## src/rtl/core_lsu_if.sv

```systemverilog
// Word-wide memory port with req/ack handshake between the LSU (master)
// and the memory system (slave).
interface core_lsu_if;
    logic        mem_req;
    logic        mem_we;
    logic [31:0] mem_addr;
    logic [3:0]  mem_be;
    logic [31:0] mem_wdata;
    logic        mem_ack;
    logic [31:0] mem_rdata;

    modport master (
        output mem_req, mem_we, mem_addr, mem_be, mem_wdata,
        input  mem_ack, mem_rdata
    );

    modport slave (
        input  mem_req, mem_we, mem_addr, mem_be, mem_wdata,
        output mem_ack, mem_rdata
    );
endinterface

```

## src/rtl/core_lsu.sv

```systemverilog
// Load/store unit: one access at a time on a word-wide req/ack memory port,
// with early misalignment rejection, request timeout and load extension.
module core_lsu #(
    parameter int unsigned TIMEOUT = 255
) (
    input  logic              clk,
    input  logic              rst,
    input  logic              start_i,
    input  logic              lb_i,
    input  logic              lh_i,
    input  logic              lw_i,
    input  logic              lbu_i,
    input  logic              lhu_i,
    input  logic              sb_i,
    input  logic              sh_i,
    input  logic              sw_i,
    input  logic              flw_i,
    input  logic              fsw_i,
    input  logic [31:0]       addr_i,
    input  logic [31:0]       wdata_i,
    output logic              busy_o,
    output logic              done_o,
    output logic              misalign_o,
    output logic              fault_o,
    output logic [31:0]       rdata_o,
    core_lsu_if.master        mem
);

    localparam logic [1:0] S_IDLE = 2'd0;
    localparam logic [1:0] S_REQ  = 2'd1;
    localparam logic [1:0] S_RESP = 2'd2;

    localparam logic [1:0] SZ_B = 2'd0;
    localparam logic [1:0] SZ_H = 2'd1;
    localparam logic [1:0] SZ_W = 2'd2;

    localparam logic [15:0] CNT_LAST = 16'(TIMEOUT - 1);

    logic [1:0]  state_q, state_d;
    logic [15:0] cnt_q, cnt_d;
    logic [1:0]  size_q, size_d;
    logic        sign_q, sign_d;
    logic [1:0]  lane_q, lane_d;
    logic        req_q, req_d;
    logic        we_q, we_d;
    logic [31:0] addr_q, addr_d;
    logic [3:0]  be_q, be_d;
    logic [31:0] wdata_q, wdata_d;
    logic [31:0] rdata_q, rdata_d;
    logic        done_q, done_d;
    logic        misalign_q, misalign_d;
    logic        fault_q, fault_d;

    logic        any_op, is_b, is_h, is_st, is_sgn, is_mis;
    logic [1:0]  size_in;
    logic [3:0]  be_in;
    logic [31:0] wdata_in;

    function automatic logic [31:0] extract(input logic [31:0] w, input logic [1:0] sz,
                                            input logic sg, input logic [1:0] ln);
        logic [7:0]  b;
        logic [15:0] h;
        b = w[{ln, 3'b000} +: 8];
        h = ln[1] ? w[31:16] : w[15:0];
        case (sz)
            SZ_B:    extract = {{24{sg & b[7]}}, b};
            SZ_H:    extract = {{16{sg & h[15]}}, h};
            default: extract = w;
        endcase
    endfunction

    assign any_op  = |{lb_i, lh_i, lw_i, lbu_i, lhu_i, sb_i, sh_i, sw_i, flw_i, fsw_i};
    assign is_b    = lb_i | lbu_i | sb_i;
    assign is_h    = lh_i | lhu_i | sh_i;
    assign is_st   = sb_i | sh_i | sw_i | fsw_i;
    assign is_sgn  = lb_i | lh_i;
    assign size_in = is_b ? SZ_B : (is_h ? SZ_H : SZ_W);
    assign is_mis  = is_h ? addr_i[0] : (!is_b && (addr_i[1:0] != 2'b00));

    always_comb begin
        be_in    = 4'b1111;
        wdata_in = wdata_i;
        case (size_in)
            SZ_B: begin
                be_in    = 4'b0001 << addr_i[1:0];
                wdata_in = {4{wdata_i[7:0]}};
            end
            SZ_H: begin
                be_in    = 4'b0011 << addr_i[1:0];
                wdata_in = {2{wdata_i[15:0]}};
            end
            default: ;
        endcase
    end

    always_comb begin
        // NOTE: every next-state signal gets a default first so no path can infer a latch.
        state_d    = state_q;
        cnt_d      = cnt_q;
        size_d     = size_q;
        sign_d     = sign_q;
        lane_d     = lane_q;
        req_d      = req_q;
        we_d       = we_q;
        addr_d     = addr_q;
        be_d       = be_q;
        wdata_d    = wdata_q;
        rdata_d    = rdata_q;
        done_d     = 1'b0;
        misalign_d = 1'b0;
        fault_d    = 1'b0;

        case (state_q)
            S_IDLE: begin
                if (start_i && any_op) begin
                    size_d = size_in;
                    sign_d = is_sgn;
                    lane_d = addr_i[1:0];
                    if (is_mis) begin
                        state_d    = S_RESP;
                        done_d     = 1'b1;
                        misalign_d = 1'b1;
                    end else begin
                        state_d = S_REQ;
                        req_d   = 1'b1;
                        we_d    = is_st;
                        addr_d  = {addr_i[31:2], 2'b00};
                        be_d    = be_in;
                        wdata_d = wdata_in;
                        cnt_d   = 16'd0;
                    end
                end
            end
            S_REQ: begin
                // An ack in the expiry cycle wins over the timeout.
                if (mem.mem_ack) begin
                    req_d   = 1'b0;
                    state_d = S_RESP;
                    done_d  = 1'b1;
                    if (!we_q) rdata_d = extract(mem.mem_rdata, size_q, sign_q, lane_q);
                end else if (cnt_q == CNT_LAST) begin
                    req_d   = 1'b0;
                    state_d = S_RESP;
                    done_d  = 1'b1;
                    fault_d = 1'b1;
                end else begin
                    cnt_d = cnt_q + 16'd1;
                end
            end
            S_RESP:  state_d = S_IDLE;
            default: state_d = S_IDLE;
        endcase
    end

    // NOTE: sequential state uses non-blocking assignments so every register samples pre-edge values.
    always_ff @(posedge clk or posedge rst) begin
        if (rst) begin
            state_q    <= S_IDLE;
            cnt_q      <= '0;
            size_q     <= SZ_B;
            sign_q     <= 1'b0;
            lane_q     <= '0;
            req_q      <= 1'b0;
            we_q       <= 1'b0;
            addr_q     <= '0;
            be_q       <= '0;
            wdata_q    <= '0;
            rdata_q    <= '0;
            done_q     <= 1'b0;
            misalign_q <= 1'b0;
            fault_q    <= 1'b0;
        end else begin
            state_q    <= state_d;
            cnt_q      <= cnt_d;
            size_q     <= size_d;
            sign_q     <= sign_d;
            lane_q     <= lane_d;
            req_q      <= req_d;
            we_q       <= we_d;
            addr_q     <= addr_d;
            be_q       <= be_d;
            wdata_q    <= wdata_d;
            rdata_q    <= rdata_d;
            done_q     <= done_d;
            misalign_q <= misalign_d;
            fault_q    <= fault_d;
        end
    end

    assign busy_o        = (state_q != S_IDLE);
    assign done_o        = done_q;
    assign misalign_o    = misalign_q;
    assign fault_o       = fault_q;
    assign rdata_o       = rdata_q;
    assign mem.mem_req   = req_q;
    assign mem.mem_we    = we_q;
    assign mem.mem_addr  = addr_q;
    assign mem.mem_be    = be_q;
    assign mem.mem_wdata = wdata_q;

endmodule
```

## src/flat_wrapper.sv

```systemverilog
// flat-port wrapper written by rule: the top's interface ports become plain ports
module core_lsu_flat 
#(
    parameter int unsigned TIMEOUT = 255
)
  (clk, rst, start_i, lb_i, lh_i, lw_i, lbu_i, lhu_i, sb_i, sh_i, sw_i, flw_i, fsw_i, addr_i, wdata_i, busy_o, done_o, misalign_o, fault_o, rdata_o, mem_mem_req, mem_mem_we, mem_mem_addr, mem_mem_be, mem_mem_wdata, mem_mem_ack, mem_mem_rdata);
  core_lsu_if mem_i ();
  input  logic clk;
  input  logic rst;
  input  logic start_i;
  input  logic lb_i;
  input  logic lh_i;
  input  logic lw_i;
  input  logic lbu_i;
  input  logic lhu_i;
  input  logic sb_i;
  input  logic sh_i;
  input  logic sw_i;
  input  logic flw_i;
  input  logic fsw_i;
  input  logic [31:0] addr_i;
  input  logic [31:0] wdata_i;
  output logic busy_o;
  output logic done_o;
  output logic misalign_o;
  output logic fault_o;
  output logic [31:0] rdata_o;
  output wire logic [$bits(mem_i.mem_req)-1:0] mem_mem_req;
  output wire logic [$bits(mem_i.mem_we)-1:0] mem_mem_we;
  output wire logic [$bits(mem_i.mem_addr)-1:0] mem_mem_addr;
  output wire logic [$bits(mem_i.mem_be)-1:0] mem_mem_be;
  output wire logic [$bits(mem_i.mem_wdata)-1:0] mem_mem_wdata;
  input wire logic [$bits(mem_i.mem_ack)-1:0] mem_mem_ack;
  input wire logic [$bits(mem_i.mem_rdata)-1:0] mem_mem_rdata;
  assign mem_mem_req = mem_i.mem_req;
  assign mem_mem_we = mem_i.mem_we;
  assign mem_mem_addr = mem_i.mem_addr;
  assign mem_mem_be = mem_i.mem_be;
  assign mem_mem_wdata = mem_i.mem_wdata;
  assign mem_i.mem_ack = mem_mem_ack;
  assign mem_i.mem_rdata = mem_mem_rdata;
  core_lsu #(.TIMEOUT(TIMEOUT)) u_core (.clk(clk), .rst(rst), .start_i(start_i), .lb_i(lb_i), .lh_i(lh_i), .lw_i(lw_i), .lbu_i(lbu_i), .lhu_i(lhu_i), .sb_i(sb_i), .sh_i(sh_i), .sw_i(sw_i), .flw_i(flw_i), .fsw_i(fsw_i), .addr_i(addr_i), .wdata_i(wdata_i), .busy_o(busy_o), .done_o(done_o), .misalign_o(misalign_o), .fault_o(fault_o), .rdata_o(rdata_o), .mem(mem_i));
endmodule
```

## config.mk

```make
export PLATFORM = sky130hd
export DESIGN_NAME = core_lsu_flat
export DESIGN_NICKNAME = d
export VERILOG_FILES = /design/src/rtl/core_lsu_if.sv /design/src/rtl/core_lsu.sv /design/src/flat_wrapper.sv
export SDC_FILE = /design/constraint.sdc
export NUM_CORES = 1
export LEC_CHECK = 0
export CAP_MARGIN = 10
export CORE_MARGIN = 2
export CORE_UTILIZATION = 30
export CTS_BUF_LIST = sky130_fd_sc_hd__clkbuf_4
export DETAILED_ROUTE_END_ITERATION = 16
export GPL_ROUTABILITY_DRIVEN = 0
export PLACE_DENSITY_LB_ADDON = 0.12
export SLEW_MARGIN = 20
export SYNTH_ARGS = -nofsm -noshare
export SYNTH_HDL_FRONTEND = slang
export SYNTH_SLANG_ARGS = --single-unit
export TNS_END_PERCENT = 10
```

## constraint.sdc

```tcl
create_clock -name clk -period 5.54 [get_ports clk]
set_clock_uncertainty 0.15 [all_clocks]
set_input_delay 1.108 -clock clk [delete_from_list [all_inputs] [get_ports clk]]
set_output_delay 1.108 -clock clk [all_outputs]
set_load 0.01 [all_outputs]
```

After elaboration in Yosys (flattened, before gate mapping)
Cells that the tools add are included. W data, S select, Z words.

Bits in registers: 126. Output and inout bits: 106. Logic and storage cells: 85.

$add $sub $neg: 1. Equal/unequal tests: 9. Shift-type cells: 3. Multiplexer cells: 30. Bitwise operators: 12. Reductions and logical operators: 16.

Operators by type and width (count): $pmux W32 S2 (2); $mux W16 (5); $pmux W16 S2 (1); $shiftx A32 B6 Y8 (1); $add A16 B1 Y16 const B (1); $eq A16 B8 Y1 const B (1); $mux W1 (12); $mux W2 (6); $reduce_or A10 Y1 (1); $or A1 B1 Y1 (8); $pmux W4 S2 (1); $eq A2 B1 Y1 const B (3); $logic_not A2 Y1 (3); $ne A2 B2 Y1 const B (3); $reduce_and A3 Y1 (2); $reduce_bool A2 Y1 (3); $reduce_and A5 Y1 (1); $pmux W1 S2 (2); $pmux W2 S2 (1); $reduce_and A2 Y1 (2); $reduce_and A4 Y1 (1); $shl A1 B2 Y4 const A (1); $shl A2 B2 Y4 const A (1); $ne A3 B2 Y1 const B (1); other kinds (5) (8).

Longest topological paths before layout
Depth after elaboration: 8. Mapped depth: 10. Mapped depth without buffers: 8.

Least setup slack after synthesis
Ideal clock, no wire load.

Kind: input port to flip-flop. Start point: input port lw_i. End point: register u_core.addr_q[10] (netlist: u_core.mem.mem_addr[10]). Arrival time: 2678 ps. Required time: 5265 ps. Slack: 2587 ps. Stages on the path: 5. Buffers on the path: 1. Cell sequence: or4_1 -> nor3b_1 -> o21ai_2 -> buf_2 -> mux2_2.

Word-level cells in the longest chain between the ends: 3.

Ends and longest elaborated chain: start, declared (line flat_wrapper.sv:13) `input logic lw_i;`; $reduce_or A10 Y1 (line core_lsu.sv:72) `assign any_op = |{lb_i, lh_i, lw_i, lbu_i, lhu_i, sb_i, sh_i, sw_i, flw_i, fsw_i};`; $logic_and A1 B1 Y1 (line core_lsu.sv:115) `if (start_i && any_op) begin`; $reduce_and A3 Y1 (no line); end signal, assigned (line core_lsu.sv:180) `addr_q <= addr_d;`; end, declared (line core_lsu.sv:46) `logic [31:0] addr_q, addr_d;`.

Every way passes these cells. A chain may end at the register's enable or synchronous reset.

Worst setup path in the final report
Start point: input port lb_i. End point: register u_core.addr_q[14] (netlist: u_core.mem.mem_addr[14]).

Word-level cells in the longest chain between the ends: 7. Elaborated cells on any way between the ends: 9. Those cells by class: 1 x mux; 3 x bitwise; 5 x reduce/logical.

Ends and longest elaborated chain: start, declared (line flat_wrapper.sv:11) `input logic lb_i;`; $or A1 B1 Y1 (2 in a row) (line core_lsu.sv:73) `assign is_b = lb_i | lbu_i | sb_i;`; $logic_not A1 Y1 (line core_lsu.sv:78) `assign is_mis = is_h ? addr_i[0] : (!is_b && (addr_i[1:0] != 2'b00));`; $logic_and A1 B1 Y1 (line core_lsu.sv:78); $mux W1 (line core_lsu.sv:78); $not A1 Y1 (no line); $reduce_and A3 Y1 (no line) (*).

Mark *: on every way between the ends. The rest lies on a longest branch, timed or not.

==> out/results.txt <==
Status: complete, no violations
First-pass GRT wire length: 28300 µm
Num rows: 50
CP arrival: 3.75 ns
Post-CTS Setup Bufs: 0
Total gr overflow: 0
Detailed placement HPWL: 13300 µm
Syn_area_per_cell: 10.3 µm²
Met1 Use GR: 0.214
Worst-skew pair later-pin latency: 0.54 ns
Top FF cell, synth: dfrtp_1
Total power divided by cell area: 455 nW/µm²
Sequential fraction of the synthesis area: 0.541
Residual DRC: 0
Tcrit/Tclk final: 0.630
P_int: 2.57 mW
Antenna Nets Post-Route: 0
Worst hold slack: 0.342 ns
Fill count: 1873
Layout net count: 883
Finished Core Util: 0.452
Met3 Use GR: 0.0863
Met2 usage: 0.284
Asr flop ratio synth: 1.00
1st-pass router iterations: 4
Design area: 8550 µm²
Seq pwr share: 0.393
Setup crit start kind: input pin
IO buf count: 213
Worst EP required: 5.80 ns
FF+latch count, synth: 126
Max Cap Viol: 0
Tightest Pin Transition: 0.940 ns
Total GRT Usage: 0.179
Detailed Route Iter0 Violations: 192
Initial Utilization: 0.309
Clock Path Buffers: 2
Via count: 5008
Logic pwr share: 0.425
Share of cells above drive strength 1: 0.116
Worst hold-check path type: flop to flop
Switching Fraction: 0.339
Synthesized instance count: 565
Mapped cell area: 5830 µm²
Io pins: 216
Unrepaired setup endpoints after global routing: no
Max-slew violation count: 0
Most used cell, CP: buf_4
Hold buffers post-CTS: 0
Crit-path cells: clkdlybuf4s50_1 -> nor3_1 -> mux2i_1 -> o21ai_4 -> buf_4 -> buf_4 -> mux2_2
Placed Area: 8220 µm²
Largest net degree at the start of global routing: 67
CP max FO: 48
Post-synthesis cell type count: 49
Clk root buf: clkbuf_4
# setup viols final: 0
Slowest CP cell: nor3_1
FF+latch area: 3150 µm²
CTS clk-pin slew, worst paths: 0.12 ns
Worst path max stage delay: 0.54 ns
Final TNS setup: 0 ns
Kind of critical path: input pin to flop
P_sw: 1.32 mW
WL final: 17800 µm
Hold Fails Final Rpt: 0
Die width: 143 µm
Type of destination of the critical path: flop
Num CTS Buffers: 17
Vias/cell: 4.80
Core ar.: 18900 µm²
Number of synthesis warnings: 0
Max rail drop VDD: 0.223 mV
Slew HR: 0.374
Routed length per instance: 17.0 µm
Placed insts: 1011
Area grow syn2layout: 46.6%
Post_cts resized: 0
Number of antenna violations at the first check in global routing: 2
Finished Layout Cells: 1044
Clk pwr share: 0.182
Chip Height: 143 µm
CTS tree: built
Busiest grt layer: met2
Max Clk Rate: 287 MHz
Clock sink count: 126
Post-synth EDFFs: 0
Minimum clock period: 3.49 ns
Leak: 3.55 nW
Die ar.: 20600 µm²
H-tree levels: 4
Multi-input gate area: 2510 µm²
Vias in the first global route: 5338
-- layer usage --
metal / routed length [µm] / vias to the layer above
met4: 274 / 0
met2: 8160 / 190
met3: 1860 / 22
li1: - / 2399
met5: 0 / -
met1: 7500 / 2397
-- synthesized netlist by cell type (2+ instances only) --
cell type	number	share of area
clkbuf_1	22	0.014
nand3b_1	2	0.0026
buf_1	2	0.0013
nor2b_1	9	0.0097
ha_1	2	0.0043
a211oi_1	2	0.0026
nor2_1	34	0.022
nand2b_1	5	0.0054
dfrtp_1	126	0.54
nand3_1	8	0.0069
o22ai_1	16	0.017
a31oi_2	4	0.0086
o21ai_0	52	0.045
a41oi_1	4	0.0060
nor4_1	2	0.0021
mux2i_1	33	0.057
mux2_2	41	0.079
o21ai_1	2	0.0017
or3_1	2	0.0021
nor3b_1	9	0.012
nor3_1	9	0.0077
buf_2	7	0.0060
buf_4	2	0.0026
a31oi_1	6	0.0064
nand2_1	84	0.054
nand4_1	3	0.0032
buf_6	2	0.0039
o31ai_1	2	0.0026
inv_1	8	0.0051
o21a_1	2	0.0026
a21oi_1	45	0.039
-- critical path, delay by kind of cell --
| family | cells | cell delay (ns) |
|---|---|---|
| AO/OA/AOI/OAI | 1 | 0.19 |
| multiplexers | 2 | 0.66 |
| AND/OR/NAND/NOR | 1 | 0.54 |
| buffers and inverters | 3 | 1.23 |
-- kinds of logic (layout without fill, tap and decap cells) --
logic type / after synthesis / in the layout / synth area share
multiplexers: 75 / 75 / 0.140
adder cells (fa/ha/maj): 2 / 2 / 0.00429
AO/OA/AOI/OAI: 141 / 141 / 0.140
buffers and inverters: 45 / 262 / 0.0343
AND/OR/NAND/NOR: 175 / 175 / 0.141
other: 1 / 3 / 0.000643
flip-flops: 126 / 126 / 0.541
-- worst paths after layout --
kind,from,end,slack [ns],depth (start not counted)
min in group asynchronous,rst,u_core.mem.mem_addr[22]$_DFFE_PP0P_,0.91,2
worst min-delay path,u_core.rdata_o[3]$_DFFE_PP0P_,u_core.rdata_o[3]$_DFFE_PP0P_,0.34,2
worst min register to register,u_core.rdata_o[3]$_DFFE_PP0P_,u_core.rdata_o[3]$_DFFE_PP0P_,0.34,2
max in group asynchronous,rst,u_core.mem.mem_wdata[28]$_DFFE_PP0P_,3.44,3
worst max-delay path,lb_i,u_core.mem.mem_addr[14]$_DFFE_PP0P_,2.05,7
worst max register to register,u_core.cnt_q[0]$_DFFE_PP0P_,u_core.cnt_q[15]$_DFFE_PP0P_,2.96,8
-- stage by stage --
stage | power (mW) | setup slack (ns)
finish | 3.89 | 2.05
detailed placement | 3.21 | 1.51
global route | 4.16 | 1.91
global placement | 3.18 | 1.61
floorplan | 2.23 | 0.926
CTS | 3.94 | 2.11
-- flip-flops by register name, summed over array words and instances (netlist names) --
register	cells
u_core.cnt_q	16
u_core.lane_q	2
u_core.done_o	1
u_core.misalign_o	1
u_core.sign_q	1
u_core.mem.mem_req	1
u_core.fault_o	1
u_core.mem.mem_be	4
u_core.state_q	2
u_core.mem.mem_wdata	32
u_core.mem.mem_addr	30
u_core.size_q	2
u_core.rdata_o	32
u_core.mem.mem_we	1
-- cell usage in the layout (no fill, tap or decap), drive strengths merged, types with 10 or more instances in the layout --
cell type	instances
clkdlybuf4s50	213
dfrtp	126
nand2	84
o21ai	55
a21oi	45
mux2	41
nor2	34
mux2i	33
clkbuf	18
o22ai	16
a31oi	10
-- power groups by stage --
stage | clock network, mW | registers [mW] | logic [mW]
global route | 0.776 | 1.58 | 1.80
CTS | 0.732 | 1.53 | 1.67
detailed placement | 0 | 1.55 | 1.67
floorplan | 0 | 1.64 | 0.587
finish | 0.710 | 1.53 | 1.65
global placement | 0 | 1.53 | 1.64
-- area by class of cell --
cell class,instances,area share
diodes,1,0.000293
clock buffers,18,0.0158
clock inverters,13,0.0202
inverters,10,0.00468
multi-input cells,395,0.294
flip-flops and latches,126,0.369
well taps,260,0.0381
repair buffers,221,0.258
No activity file was read; power rests on OpenSTA's default activity.
